--- src/rtl/vjtag_rx_deframer.sv ---
// Receive-side deframer for the virtual JTAG link: hunts SYNC, checks LEN/CHK and
// buffers payload speculatively so only frames that pass every check reach the reader.
module vjtag_rx_deframer #(
  parameter int unsigned DEPTH   = 16,
  parameter int unsigned MAX_LEN = 16,
  parameter int unsigned TIMEOUT = 1000
) (
  input  logic        clk_i,
  input  logic        reset_i,
  input  logic        rx_valid_i,
  input  logic [7:0]  rx_data_i,
  output logic        rx_ready_o,
  output logic [7:0]  pkt_data_o,
  output logic        pkt_last_o,
  output logic        pkt_valid_o,
  input  logic        pkt_ready_i,
  output logic        pkt_done_o,
  output logic        err_o,
  output logic [1:0]  err_code_o,
  output logic [15:0] frame_count_o
);

  localparam int unsigned AW = $clog2(DEPTH);
  localparam int unsigned PW = AW + 1;
  localparam int unsigned TW = $clog2(TIMEOUT + 1);
  localparam logic [7:0]  SyncByte = 8'hA5;
  localparam logic [7:0]  MaxLen   = 8'(MAX_LEN);

  typedef enum logic [1:0] {StHunt, StLen, StPayload, StCheck} state_e;

  state_e          state_q;
  logic [PW-1:0]   rd_ptr_q, wr_ptr_q, cm_ptr_q;
  logic [8:0]      mem_q [DEPTH];
  logic [7:0]      remaining_q, chk_q;
  logic [TW-1:0]   tmo_q;
  logic            pkt_done_q, err_q;
  logic [1:0]      err_code_q;
  logic [15:0]     frame_count_q;

  logic [PW-1:0]   fill;
  logic            full, rx_fire, rd_fire, mem_we, tmo_hit;
  logic [8:0]      head;

  assign fill        = wr_ptr_q - rd_ptr_q;
  assign full        = (fill == PW'(DEPTH));
  assign rx_ready_o  = !((state_q == StPayload) && full);
  assign rx_fire     = rx_valid_i && rx_ready_o;
  assign pkt_valid_o = (cm_ptr_q != rd_ptr_q);
  assign rd_fire     = pkt_valid_o && pkt_ready_i;
  assign mem_we      = rx_fire && (state_q == StPayload) && !reset_i;

  // Counter holds under backpressure, so a stalled writer never times out.
  assign tmo_hit = (state_q != StHunt) && !rx_fire && rx_ready_o &&
                   (tmo_q == TW'(TIMEOUT - 1));

  assign head          = mem_q[rd_ptr_q[AW-1:0]];
  assign pkt_data_o    = head[7:0];
  assign pkt_last_o    = pkt_valid_o && head[8];
  assign pkt_done_o    = pkt_done_q;
  assign err_o         = err_q;
  assign err_code_o    = err_code_q;
  assign frame_count_o = frame_count_q;

  always_ff @(posedge clk_i) begin
    if (mem_we) begin
      mem_q[wr_ptr_q[AW-1:0]] <= {(remaining_q == 8'd1), rx_data_i};
    end
  end

  always_ff @(posedge clk_i) begin
    if (reset_i) begin
      state_q       <= StHunt;
      rd_ptr_q      <= '0;
      wr_ptr_q      <= '0;
      cm_ptr_q      <= '0;
      remaining_q   <= '0;
      chk_q         <= '0;
      tmo_q         <= '0;
      pkt_done_q    <= 1'b0;
      err_q         <= 1'b0;
      err_code_q    <= 2'd0;
      frame_count_q <= '0;
    end else begin
      pkt_done_q <= 1'b0;
      err_q      <= 1'b0;

      if (rd_fire) begin
        rd_ptr_q <= rd_ptr_q + PW'(1);
      end

      if ((state_q == StHunt) || rx_fire) begin
        tmo_q <= '0;
      end else if (rx_ready_o) begin
        tmo_q <= tmo_q + TW'(1);
      end

      if (tmo_hit) begin
        wr_ptr_q   <= cm_ptr_q;
        err_q      <= 1'b1;
        err_code_q <= 2'd3;
        tmo_q      <= '0;
        state_q    <= StHunt;
      end else if (rx_fire) begin
        unique case (state_q)
          StHunt: begin
            if (rx_data_i == SyncByte) begin
              state_q <= StLen;
            end
          end
          StLen: begin
            if ((rx_data_i == 8'd0) || (rx_data_i > MaxLen)) begin
              err_q      <= 1'b1;
              err_code_q <= 2'd1;
              state_q    <= StHunt;
            end else begin
              remaining_q <= rx_data_i;
              chk_q       <= rx_data_i;
              state_q     <= StPayload;
            end
          end
          StPayload: begin
            wr_ptr_q    <= wr_ptr_q + PW'(1);
            chk_q       <= chk_q ^ rx_data_i;
            remaining_q <= remaining_q - 8'd1;
            if (remaining_q == 8'd1) begin
              state_q <= StCheck;
            end
          end
          StCheck: begin
            if (rx_data_i == chk_q) begin
              cm_ptr_q      <= wr_ptr_q;
              pkt_done_q    <= 1'b1;
              frame_count_q <= frame_count_q + 16'd1;
            end else begin
              wr_ptr_q   <= cm_ptr_q;
              err_q      <= 1'b1;
              err_code_q <= 2'd2;
            end
            state_q <= StHunt;
          end
          default: state_q <= StHunt;
        endcase
      end
    end
  end

endmodule

--- config.mk ---
export PLATFORM = sky130hd
export DESIGN_NAME = vjtag_rx_deframer
export DESIGN_NICKNAME = d
export VERILOG_FILES = /design/src/rtl/vjtag_rx_deframer.sv
export SDC_FILE = /design/constraint.sdc
export NUM_CORES = 1
export LEC_CHECK = 0
export ABC_CLOCK_PERIOD_IN_PS = 3700
export CORE_AREA = 2 2 145 147
export DETAILED_ROUTE_END_ITERATION = 6
export DIE_AREA = 0 0 147 149
export MAX_ROUTING_LAYER = met4
export PLACE_DENSITY = 0.68
export SLEW_MARGIN = 30
export SYNTH_ARGS = -nofsm -noshare
export SYNTH_HDL_FRONTEND = slang
export SYNTH_SLANG_ARGS = --single-unit
--- constraint.sdc ---
create_clock -name clk_i -period 3.7 [get_ports clk_i]
set_clock_uncertainty 0.15 [all_clocks]
set_input_delay 0.74 -clock clk_i [delete_from_list [all_inputs] [get_ports clk_i]]
set_output_delay 0.74 -clock clk_i [all_outputs]
set_load 0.01 [all_outputs]
==> impl_metrics.xml, run 1 <==
<?xml version="1.0" encoding="UTF-8"?>
<metrics>
  <group name="status">
    <metric name="status" unit="">finished, final reports clean</metric>
  </group>
  <group name="die">
    <metric name="die_h" unit="µm">149</metric>
    <metric name="placeableCoreArea" unit="mm²">0.02056</metric>
    <metric name="std_cell_rows" unit="">53</metric>
    <metric name="fp.dieArea" unit="mm²">0.02190</metric>
    <metric name="floorplan.initialDensity" unit="">0.4406</metric>
    <metric name="num_io_pins" unit="">43</metric>
    <metric name="die_width" unit="µm">147</metric>
  </group>
  <group name="clocking">
    <metric name="clk_pin_slew" unit="ns">0.06</metric>
    <metric name="cts-buffers-inserted" unit="">22</metric>
    <metric name="ctsHtreeMaxLevel" unit="">1</metric>
    <metric name="cts.sink_count" unit="">211</metric>
    <metric name="tritoncts" unit="">built</metric>
    <metric name="clock_tree_root" unit="">clkbuf_16</metric>
    <metric name="worst_skew_pair_latency" unit="ns">0.51</metric>
    <metric name="holdBufCountCts" unit="">0</metric>
    <metric name="cts-root-to-sink-buffers" unit="">3</metric>
  </group>
  <group name="final_layout">
    <metric name="fillerInstances" unit="">1730</metric>
    <metric name="layout-drive-gt1-share" unit="">0.1785</metric>
    <metric name="final_util" unit="">0.5262</metric>
    <metric name="final_area" unit="mm²">0.01082</metric>
    <metric name="finalNetCount" unit="">771</metric>
    <metric name="num_antenna_cells" unit="">0</metric>
    <metric name="layout.cells.most_common" unit="">edfxtp_1</metric>
    <metric name="multiInputGateArea" unit="mm²">0.003198</metric>
    <metric name="layout.area.seq" unit="mm²">0.005672</metric>
    <metric name="flow.area_growth_from_synthesis" unit="%">19.42</metric>
    <metric name="layout_common_cells" unit="">edfxtp_1 (144), nor2_1 (73), dfxtp_1 (64)</metric>
  </group>
  <group name="sta">
    <metric name="setup_repair_after_global_routing_missed_its_margin" unit="">no</metric>
    <metric name="slew-limit-headroom" unit="">0.5663</metric>
    <metric name="totalNegativeSetupSlack" unit="ns">0</metric>
    <metric name="post-route-period-util" unit="">0.9653</metric>
    <metric name="setup-violations-final" unit="">0</metric>
    <metric name="final_period_minus_worst_setup_slack" unit="ns">3.571</metric>
    <metric name="actual_transition_at_the_worst_max_transition_pin" unit="ns">0.6481</metric>
    <metric name="clock.fmax" unit="MHz">280.0</metric>
    <metric name="timing.final.hold_violations" unit="">0</metric>
    <metric name="whs" unit="ns">0.3246</metric>
    <metric name="timing.final.max_slew_violations" unit="">0</metric>
  </group>
  <group name="run">
    <metric name="max-cap-violations" unit="">0</metric>
  </group>
  <group name="grt">
    <metric name="grt_pass1_wl" unit="mm">32.69</metric>
    <metric name="grt_start_max_net_pins" unit="">37</metric>
    <metric name="grt_pass1_vias" unit="">5959</metric>
    <metric name="track_usage" unit="">0.1977</metric>
    <metric name="global_route.overflow_total" unit="">0</metric>
    <metric name="initial_antenna_violation_count" unit="">0</metric>
  </group>
  <group name="worst_hold_path">
    <metric name="holdCritPathClass" unit="">reg -&gt; reg</metric>
  </group>
  <group name="pwr">
    <metric name="internal_power" unit="µW">3904</metric>
    <metric name="p_sw_frac" unit="">0.1936</metric>
    <metric name="vdd_ir_drop_max" unit="mV">0.2453</metric>
    <metric name="static-leakage-power" unit="µW">0.003557</metric>
    <metric name="p_sw" unit="µW">937.0</metric>
    <metric name="report.power.total" unit="µW">4841</metric>
    <metric name="power_density" unit="mW/mm²">447.5</metric>
    <metric name="pwr-share-clk" unit="">0.463</metric>
    <metric name="power.share.sequential" unit="">0.519</metric>
    <metric name="combinational_power_share" unit="">0.018</metric>
  </group>
  <group name="synth">
    <metric name="syn_area" unit="mm²">0.009057</metric>
    <metric name="post_synth_inst_count" unit="">671</metric>
    <metric name="synth.ff_latch_count" unit="">211</metric>
    <metric name="post_synth_num_cell_types" unit="">56</metric>
    <metric name="synth_nets" unit="">696</metric>
    <metric name="seq_area_frac_synth" unit="">0.6255</metric>
    <metric name="mean_post_synth_cell_area" unit="µm²">13.50</metric>
    <metric name="proportion_of_register_bits_with_asynchronous_set_or_reset_after_synthesis" unit="">0</metric>
    <metric name="yosysWarnings" unit="">0</metric>
    <metric name="dominantRegCellSynth" unit="">edfxtp_1</metric>
    <metric name="synth_edf_count" unit="">144</metric>
  </group>
  <group name="placement">
    <metric name="placement.cell_area" unit="mm²">0.01003</metric>
    <metric name="hpwl" unit="mm">13.23</metric>
    <metric name="portBuffers" unit="">42</metric>
    <metric name="place.gp.congestion" unit="">0.8590</metric>
  </group>
  <group name="critical_path">
    <metric name="critical_path_required" unit="ns">2.81</metric>
    <metric name="timing.critical_path.fanout_max" unit="">15</metric>
    <metric name="timing.critical_path.to_type" unit="">primary output</metric>
    <metric name="critPathArrivalTime" unit="ns">2.68</metric>
    <metric name="timing.critical_path.from_type" unit="">flip-flop</metric>
    <metric name="worstSetupPathType" unit="">reg -&gt; out</metric>
  </group>
  <group name="route">
    <metric name="postRouteWirelength" unit="mm">20.56</metric>
    <metric name="vias_per_cell" unit="">5.710</metric>
    <metric name="drt_iter0_markers" unit="">639</metric>
    <metric name="detail_route.wl_per_cell" unit="µm">19.82</metric>
    <metric name="detailedRoute.firstPassIterationCount" unit="">6</metric>
    <metric name="ant_nets" unit="">0</metric>
    <metric name="drc" unit="">0</metric>
    <metric name="num_vias" unit="">5921</metric>
  </group>
</metrics>
[per-layer routing]
layer | vias up | GRT usage | share of wire
li1 | 2691 | - | -
met1 | 2944 | 0.2543 | 0.41
met2 | 237 | 0.3284 | 0.49
met3 | 49 | 0.02966 | 0.068
met4 | 0 | 0.06154 | 0.032
met5 | - | - | 0
[cell usage after synthesis (15+ instances only)]
master    count  area share
edfxtp_1    144        0.48
nor2_1       73       0.030
dfxtp_1      67        0.15
nand2_1      46       0.019
mux4_2       45        0.11
a21oi_1      33       0.018
clkbuf_1     27       0.011
xor2_1       23       0.022
o21ai_0      22       0.012
xnor2_1      17       0.016
nor4_1       16       0.011
nand3_1      15      0.0083
[cell type report]
type | instances | share of cell area
Clock buffer | 30 | 0.05645
Clock inverter | 10 | 0.01238
Inverter | 14 | 0.004858
Multi-Input combinational cell | 409 | 0.2957
Sequential cell | 211 | 0.5244
Tap cell | 275 | 0.03181
Timing Repair Buffer | 88 | 0.07449
[state kept, by name, summed over array words and instances, names as in the netlist, named ones only]
name	count
pkt_done_o	1
cm_ptr_q	5
chk_q	8
err_code_o	2
mem_q	144
state_q	1
tmo_q	10
rd_ptr_q	5
wr_ptr_q	5
remaining_q	8
err_o	1
frame_count_o	16
[worst max-delay path, cell delays in order, from the launching register on]
cell             delay, ns
dfxtp_4               0.46
buf_12                0.20
mux4_2                0.51
mux4_2                0.49
clkdlybuf4s50_1       0.49
[cell families after synthesis]
logic type / count (synthesis) / synth area share
compound gates: 91 / 0.06230
xor+xnor: 40 / 0.03868
fa+ha+maj: 13 / 0.01796
buf+inv: 51 / 0.02279
flops: 211 / 0.6255
mux: 49 / 0.1165
simple gates: 216 / 0.1163
[power by group through the flow]
stage | Sequential (µW) | Clock (µW) | Combinational [µW]
floorplan | 2560 | 0 | 27.7
global placement | 2560 | 0 | 82.6
detailed placement | 2560 | 0 | 85.5
CTS | 2510 | 2280 | 85.7
global route | 2510 | 2380 | 92.9
finish | 2510 | 2240 | 86.6
[path summary, 6_finish.rpt]
kind / startpoint / slack, ns / endpoint / depth (start not counted)
worst min register to register: remaining_q[4]$_SDFFE_PP0P_ / 0.32 / remaining_q[4]$_SDFFE_PP0P_ / 2
worst min-delay path: remaining_q[4]$_SDFFE_PP0P_ / 0.32 / remaining_q[4]$_SDFFE_PP0P_ / 2
worst max-delay path: flip-flop / 0.13 / pkt_data_o[4] / 4
worst max register to register: rd_ptr_q[3]$_SDFFE_PP0P_ / 0.79 / tmo_q[8]$_SDFFE_PP0N_ / 9
[through the flow]
stage                     worst slack [ns]  instances
after floorplan                     0.4968        671
after global placement              0.2327        994
after detailed placement            0.2137        994
after CTS                          0.03451       1037
after global routing               0.01470       1037
final                               0.1286       1037
[repair_timing]
| item | 4_1_cts | 5_1_grt |
|---|---|---|
| gates cloned | 0 | 0 |
| gates resized for setup | 1 | 6 |
| endpoints found under the setup margin | 9 | 3 |
| setup buffers | 3 | 0 |
(Power assumes the default switching activity.)
==> inputs of run 2 (changes only) <==
--- a/config.mk
+++ b/config.mk
@@ -11,7 +11,8 @@
 export DIE_AREA = 0 0 147 149
 export MAX_ROUTING_LAYER = met4
 export PLACE_DENSITY = 0.68
-export SLEW_MARGIN = 30
+export SKIP_CTS_REPAIR_TIMING = 1
+export SLEW_MARGIN = 0
 export SYNTH_ARGS = -nofsm -noshare
 export SYNTH_HDL_FRONTEND = slang
 export SYNTH_SLANG_ARGS = --single-unit
==> run 2 against run 1 <==
  * Combinational power shrank 0.5%
  * Worst hold slack barely moved
  * Sequential power barely moved
==> impl_metrics.xml, run 2 (synthesized netlist as in run 1, its figures left out) <==
<?xml version="1.0" encoding="UTF-8"?>
<metrics>
  <group name="die">
    <metric name="placeableCoreArea" unit="mm²">0.02056</metric>
    <metric name="fp.dieArea" unit="mm²">0.02190</metric>
    <metric name="die_width" unit="µm">147</metric>
    <metric name="std_cell_rows" unit="">53</metric>
    <metric name="num_io_pins" unit="">43</metric>
    <metric name="die_h" unit="µm">149</metric>
    <metric name="floorplan.initialDensity" unit="">0.4406</metric>
  </group>
  <group name="final_layout">
    <metric name="fillerInstances" unit="">1732</metric>
    <metric name="num_antenna_cells" unit="">0</metric>
    <metric name="flow.area_growth_from_synthesis" unit="%">19.20</metric>
    <metric name="finalNetCount" unit="">769</metric>
    <metric name="final_area" unit="mm²">0.01080</metric>
    <metric name="largest_register_ffs" unit="">144</metric>
    <metric name="layout_common_cells" unit="">edfxtp_1 (144), nor2_1 (73), dfxtp_1 (64)</metric>
    <metric name="layout.cells.most_common" unit="">edfxtp_1</metric>
    <metric name="multiInputGateArea" unit="mm²">0.003198</metric>
    <metric name="layout-drive-gt1-share" unit="">0.1763</metric>
    <metric name="layout.area.seq" unit="mm²">0.005672</metric>
  </group>
  <group name="sta">
    <metric name="clock.fmax" unit="MHz">277.8</metric>
    <metric name="slew-limit-headroom" unit="">0.5668</metric>
    <metric name="timing.final.hold_violations" unit="">0</metric>
    <metric name="post-route-period-util" unit="">0.9731</metric>
    <metric name="final_period_minus_worst_setup_slack" unit="ns">3.600</metric>
    <metric name="actual_transition_at_the_worst_max_transition_pin" unit="ns">0.6474</metric>
    <metric name="setup_repair_after_global_routing_missed_its_margin" unit="">no</metric>
    <metric name="timing.final.max_slew_violations" unit="">0</metric>
    <metric name="setup-violations-final" unit="">0</metric>
  </group>
  <group name="pwr">
    <metric name="p_sw" unit="µW">938.1</metric>
    <metric name="vdd_ir_drop_max" unit="mV">0.2465</metric>
    <metric name="power.share.sequential" unit="">0.519</metric>
    <metric name="power_density" unit="mW/mm²">448.4</metric>
    <metric name="p_sw_frac" unit="">0.1938</metric>
    <metric name="pwr-share-clk" unit="">0.464</metric>
    <metric name="combinational_power_share" unit="">0.018</metric>
    <metric name="report.power.total" unit="µW">4842</metric>
    <metric name="static-leakage-power" unit="µW">0.003528</metric>
    <metric name="internal_power" unit="µW">3904</metric>
  </group>
  <group name="route">
    <metric name="drt_iter0_markers" unit="">584</metric>
    <metric name="detailedRoute.firstPassIterationCount" unit="">5</metric>
    <metric name="vias_per_cell" unit="">5.710</metric>
    <metric name="ant_nets" unit="">0</metric>
    <metric name="postRouteWirelength" unit="mm">20.56</metric>
    <metric name="drc" unit="">0</metric>
    <metric name="detail_route.wl_per_cell" unit="µm">19.86</metric>
    <metric name="num_vias" unit="">5910</metric>
  </group>
  <group name="critical_path">
    <metric name="worst_path_most_repeated_cell" unit="">mux4_2</metric>
    <metric name="worstRegToRegCells" unit="">9</metric>
    <metric name="ff2ff_setup_slack" unit="ns">0.80</metric>
    <metric name="critical_path_required" unit="ns">2.81</metric>
    <metric name="r2r-start" unit="">rd_ptr_q[3]$_SDFFE_PP0P_</metric>
    <metric name="timing.critical_path.fanout_max" unit="">15</metric>
    <metric name="endpoint" unit="">pkt_data_o[2]</metric>
    <metric name="timing.critical_path.to_type" unit="">primary output</metric>
    <metric name="r2r_end" unit="">tmo_q[8]$_SDFFE_PP0N_</metric>
    <metric name="worstSetupPathType" unit="">reg -&gt; out</metric>
    <metric name="timing.critical_path.from_type" unit="">flip-flop</metric>
    <metric name="critPathArrivalTime" unit="ns">2.71</metric>
    <metric name="cell_with_the_biggest_individual_delay_on_the_critical_path" unit="">mux4_2</metric>
    <metric name="worstPathCellList" unit="">buf_12 &gt; mux4_2 &gt; mux4_2 &gt; clkdlybuf4s50_1</metric>
    <metric name="worst_path_largest_cell_delay" unit="ns">0.53</metric>
  </group>
  <group name="clocking">
    <metric name="worst_skew_pair_latency" unit="ns">0.51</metric>
    <metric name="cts.sink_count" unit="">211</metric>
    <metric name="ctsHtreeMaxLevel" unit="">1</metric>
    <metric name="cts-buffers-inserted" unit="">22</metric>
    <metric name="tritoncts" unit="">built</metric>
    <metric name="cts-root-to-sink-buffers" unit="">3</metric>
    <metric name="clk_pin_slew" unit="ns">0.06</metric>
    <metric name="clock_tree_root" unit="">clkbuf_16</metric>
  </group>
  <group name="grt">
    <metric name="grt_pass1_wl" unit="mm">32.64</metric>
    <metric name="grt_pass1_vias" unit="">5931</metric>
    <metric name="initial_antenna_violation_count" unit="">0</metric>
    <metric name="global_route.overflow_total" unit="">0</metric>
    <metric name="grt_start_max_net_pins" unit="">37</metric>
    <metric name="track_usage" unit="">0.1975</metric>
  </group>
  <group name="worst_hold_path">
    <metric name="holdCritPathClass" unit="">reg -&gt; reg</metric>
  </group>
  <group name="placement">
    <metric name="hpwl" unit="mm">13.23</metric>
    <metric name="portBuffers" unit="">42</metric>
    <metric name="place.gp.congestion" unit="">0.8590</metric>
    <metric name="placement.cell_area" unit="mm²">0.01003</metric>
  </group>
  <group name="status">
    <metric name="status" unit="">finished, final reports clean</metric>
  </group>
  <group name="run">
    <metric name="max-cap-violations" unit="">0</metric>
  </group>
</metrics>
==> run 2: changes by cell type in the layout (fill, tap and decap cells not counted) <==
cell and change:
dlymetal6s2s_1 -2, buf_4 -2, clkdlybuf4s50_1 +2
==> run 2: worst min path at each step <==
stage,from,endpoint,slack [ns],cells after the start
finish,remaining_q[4]$_SDFFE_PP0P_,remaining_q[4]$_SDFFE_PP0P_,0.32,2
global route,err_code_o[1]$_SDFFE_PP0P_,err_code_o[1]$_SDFFE_PP0P_,0.36,1
CTS,remaining_q[4]$_SDFFE_PP0P_,remaining_q[4]$_SDFFE_PP0P_,0.33,2
detailed placement,err_code_o[1]$_SDFFE_PP0P_,err_code_o[1]$_SDFFE_PP0P_,0.32,1
global placement,remaining_q[4]$_SDFFE_PP0P_,remaining_q[4]$_SDFFE_PP0P_,0.31,2
floorplan,remaining_q[4]$_SDFFE_PP0P_,remaining_q[4]$_SDFFE_PP0P_,0.30,2
==> run 2: power by group through the flow <==
stage          combinational (µW)  clock (µW)  sequential [µW]
2_1_floorplan                27.7           0             2560
3_3_place_gp                 82.6           0             2560
3_5_place_dp                 85.5           0             2560
4_1_cts                      85.7        2280             2510
5_1_grt                      93.0        2380             2510
6_report                     86.2        2240             2510
==> run 2: final cells by class <==
cell class | instances | share of cell area
inverter | 14 | 0.004867
timing repair buffer | 86 | 0.07278
clock buffer | 30 | 0.05655
sequential | 211 | 0.5253
tap | 275 | 0.03187
clock inverter | 10 | 0.01240
multi-input combinational | 409 | 0.2962
==> run 2: metrics by stage <==
| step | setup slack, ns | instances | TNS [ns] | util | hold WS [ns] |
|---|---|---|---|---|---|
| after global routing | 0.02503 | 1035 | 0 | 0.5252 | 0.3601 |
| after CTS | -0.1703 | 1034 | -1.061 | 0.5242 | 0.3297 |
| after detailed placement | 0.2137 | 994 | 0 | 0.4880 | 0.3221 |
| after floorplan | 0.4968 | 671 | 0 | - | 0.2978 |
| after global placement | 0.2327 | 994 | 0 | 0.4880 | 0.3147 |
| final | 0.09964 | 1035 | 0 | 0.5252 | 0.3246 |
==> run 2: layer usage <==
metal	vias to the layer above	global-route usage	share of wire
met3	45	0.02966	0.076
li1	2688	-	-
met4	0	0.06010	0.030
met1	2949	0.2539	0.40
met2	228	0.3286	0.49
met5	-	-	0
==> run 2: critical path: cells and delay by family, from the launching register on <==
family	cells	cell delay [ns]
muxes	2	1.05
buffers and inverters	2	0.70
DFF	1	0.44
==> edit 1, RTL diff (config.mk and constraints of run 2) <==
The parameter `DEPTH` goes from 16 to 64.
--- a/src/rtl/vjtag_rx_deframer.sv
+++ b/src/rtl/vjtag_rx_deframer.sv
@@ -1,7 +1,7 @@
 // Receive-side deframer for the virtual JTAG link: hunts SYNC, checks LEN/CHK and
 // buffers payload speculatively so only frames that pass every check reach the reader.
 module vjtag_rx_deframer #(
-  parameter int unsigned DEPTH   = 16,
+  parameter int unsigned DEPTH   = 64,
   parameter int unsigned MAX_LEN = 16,
   parameter int unsigned TIMEOUT = 1000
 ) (
Function: no difference found for any inputs over 4 cycles, from zero or initial values and one cycle with reset_i high; that may be too few to reach the edited logic, so the function may still have changed.
==> edit 1 against run 2 <==
- the flow now stops in 3_1_place_gp_skip_io
- area after synthesis grew to 2.9 times the old value
- synthesized cell count grew 120%
==> edit 1: results <==
metrics = {
    "yosys": {
        "syn_nets": 1470,
        "synth_edf_count": 576,
        "avgSynthCellArea_um2": 18.4,
        "synth_seq_cells": 651,
        "async_reset_ff_frac": 0,
        "yosys_warnings": 0,
        "synth.area.top_cells": "edfxtp_1 65%, mux4_2 16%, dfxtp_1 5.6%",
        "synth_cell_types": 74,
        "ys_seq_area_frac": 0.707,
        "synthTopCellsByCount": "576 x edfxtp_1, 189 x mux4_2, 107 x nor2_1",
    },
    "status": {
        "haltStage": "3_1_place_gp_skip_io",
        "tool.error": "[ERROR GPL-0301] Utilization 136.902 % exceeds 100%.",
        "outcome": "aborted with a tool error",
    },
}
edit 1: cell count changes after synthesis, moves of 11 or more:
cell,change
edfxtp_1,+432
mux4_2,+144
nor2_1,+34
clkbuf_1,+25
nor3_1,+14
buf_4,+12
o21ai_1,+12
o211ai_1,+11
edit 1: kinds of logic after synthesis:
group | share of synthesized area
AOI/OAI and AO/OA | 0.0410
xor gates and xnor gates | 0.00988
adders and majority gates | 0.00565
buffers and inverters | 0.0185
DFF | 0.707
muxes | 0.162
and+or+nand+nor | 0.0557
==> edit 2, RTL diff (config.mk and constraints of run 2) <==
Without the edit above. Register the output `frame_count_o` once more, with the module's reset; this adds one clock of latency there. The other outputs are not delayed to match.
--- a/src/rtl/vjtag_rx_deframer.sv
+++ b/src/rtl/vjtag_rx_deframer.sv
@@ -59,7 +59,13 @@
   assign pkt_done_o    = pkt_done_q;
   assign err_o         = err_q;
   assign err_code_o    = err_code_q;
-  assign frame_count_o = frame_count_q;
+  always_ff @(posedge clk_i) begin
+    if (reset_i) begin
+      frame_count_o <= '0;
+    end else begin
+      frame_count_o <= frame_count_q;
+    end
+  end
 
   always_ff @(posedge clk_i) begin
     if (mem_we) begin
Function: changed (a bounded check fails within 10 cycles, from zero or initial values and one cycle with reset_i high).
==> edit 2 against run 2 <==
- critical path depth did not move
- critical path type unchanged
- global-route usage is 1.8 points higher
- power increased by 6.2%
- largest cell class unchanged
- worst setup slack lost 71 ps
- first-iteration DRC count fell by 22%
- die area unchanged
- routed wire length up 13%
- count of clock-buffer cells in the layout grew 9
- register-to-register slack worse by 160 ps
- synthesized cell count increased by 4.2%
- sequential cell count grew 16
- area after synthesis grew 5.1%
- cell area increased by 5.2%
==> edit 2: results <==
metrics = {
    "status": {
        "outcome": "completed",
    },
    "yosys": {
        "synth_compound_area_frac": 0.0580,
        "synthTopCellsByCount": "144 x edfxtp_1, 83 x dfxtp_1, 68 x nor2_1",
        "synth-xor-area-share": 0.0390,
        "synth_cell_types": 60,
        "synth_ff_type": "edfxtp_1",
        "synth.area.mux_share": 0.112,
        "ys_seq_area_frac": 0.629,
        "synth_edf_count": 144,
        "avgSynthCellArea_um2": 13.6,
        "syn_nets": 724,
        "synth.area.top_cells": "edfxtp_1 45%, dfxtp_1 17%, mux4_2 11%",
        "synth-adder-area-share": 0.0171,
    },
    "routing": {
        "drt_first_pass_iters": 5,
        "routed-wl-met3_um": 1340,
        "met2WireLength_um": 11600,
        "vias": 6165,
        "wl_per_cell_um": 21.8,
        "drt-met1-wl_um": 9470,
        "wl_um": 23300,
        "drt_iter0_drc": 453,
    },
    "place": {
        "dp_hpwl_um": 14200,
        "post-place-ws_ps": 151,
        "dpl_cell_area_mm2": 0.0105,
        "place.gp.congestion": 0.825,
        "place_inst": 1023,
    },
    "global_route": {
        "grt.total_usage": 0.216,
        "grt_util_met3": 0.0346,
        "grt-ovfl-total": 0,
        "grt_pass1_wl_um": 35200,
        "grt_max_degree": 44,
        "use_met1": 0.275,
        "grt_antenna_before_repair": 0,
        "met2_usage": 0.350,
    },
    "worst_setup_path": {
        "arrival_ps": 2780,
        "r2r_cells": 8,
        "r2r-end": "frame_count_q[15]$_SDFFE_PP0P_",
        "endpoint": "pkt_data_o[6]",
        "ff2ff_setup_slack_ps": 640,
        "critPathMaxFanout": 8,
    },
    "finish": {
        "largest_reg_flops": 144,
        "nNetsFinal": 802,
        "drive_gt1_frac": 0.190,
    },
    "min_path": {
        "min_from": "chk_q[7]$_SDFFE_PP0P_",
        "hold_depth": 1,
        "holdPathEnd": "chk_q[7]$_SDFFE_PP0P_",
    },
    "sta": {
        "fin_hold_ws_ps": 339,
        "final.min_clock_period_ps": 3670,
        "relSlewSlack": 0.590,
    },
    "clock_network": {
        "worstSkewPairLatency_ps": 540,
        "cts_buffers": 24,
        "htreeDepth": 1,
    },
    "pwr": {
        "power_leakage_nw": 3.72,
        "ir_worst_vdd_v": 0.000354,
    },
}
==> edit 2: cell types whose count changed after synthesis, moves of 5 or more <==
cell / change
nor4_1: -9
clkbuf_1: +5
nor2b_1: +15
o221ai_1: +5
nor2_1: -5
or3_1: -5
nor3_1: +7
a211oi_1: +5
o21ai_0: -14
dfxtp_1: +16
nand2_1: +10
==> edit 2: report_power, final <==
group,internal (mW),switching (mW),leakage (nW)
clock network,1.38,0.986,0.387
registers,2.68,0.0000616,1.94
logic,0.0270,0.0615,1.39
total,4.09,1.05,3.72
==> edit 2: layout make-up <==
| class | count | area, um^2 |
|---|---|---|
| Fill cell | 1654 | 9200 |
| Sequential cell | 227 | 5990 |
| Multi-Input combinational cell | 418 | 3330 |
| Timing Repair Buffer | 93 | 862 |
| Clock buffer | 39 | 748 |
| Tap cell | 275 | 344 |
| Inverter | 13 | 48.8 |
| Clock inverter | 5 | 38.8 |
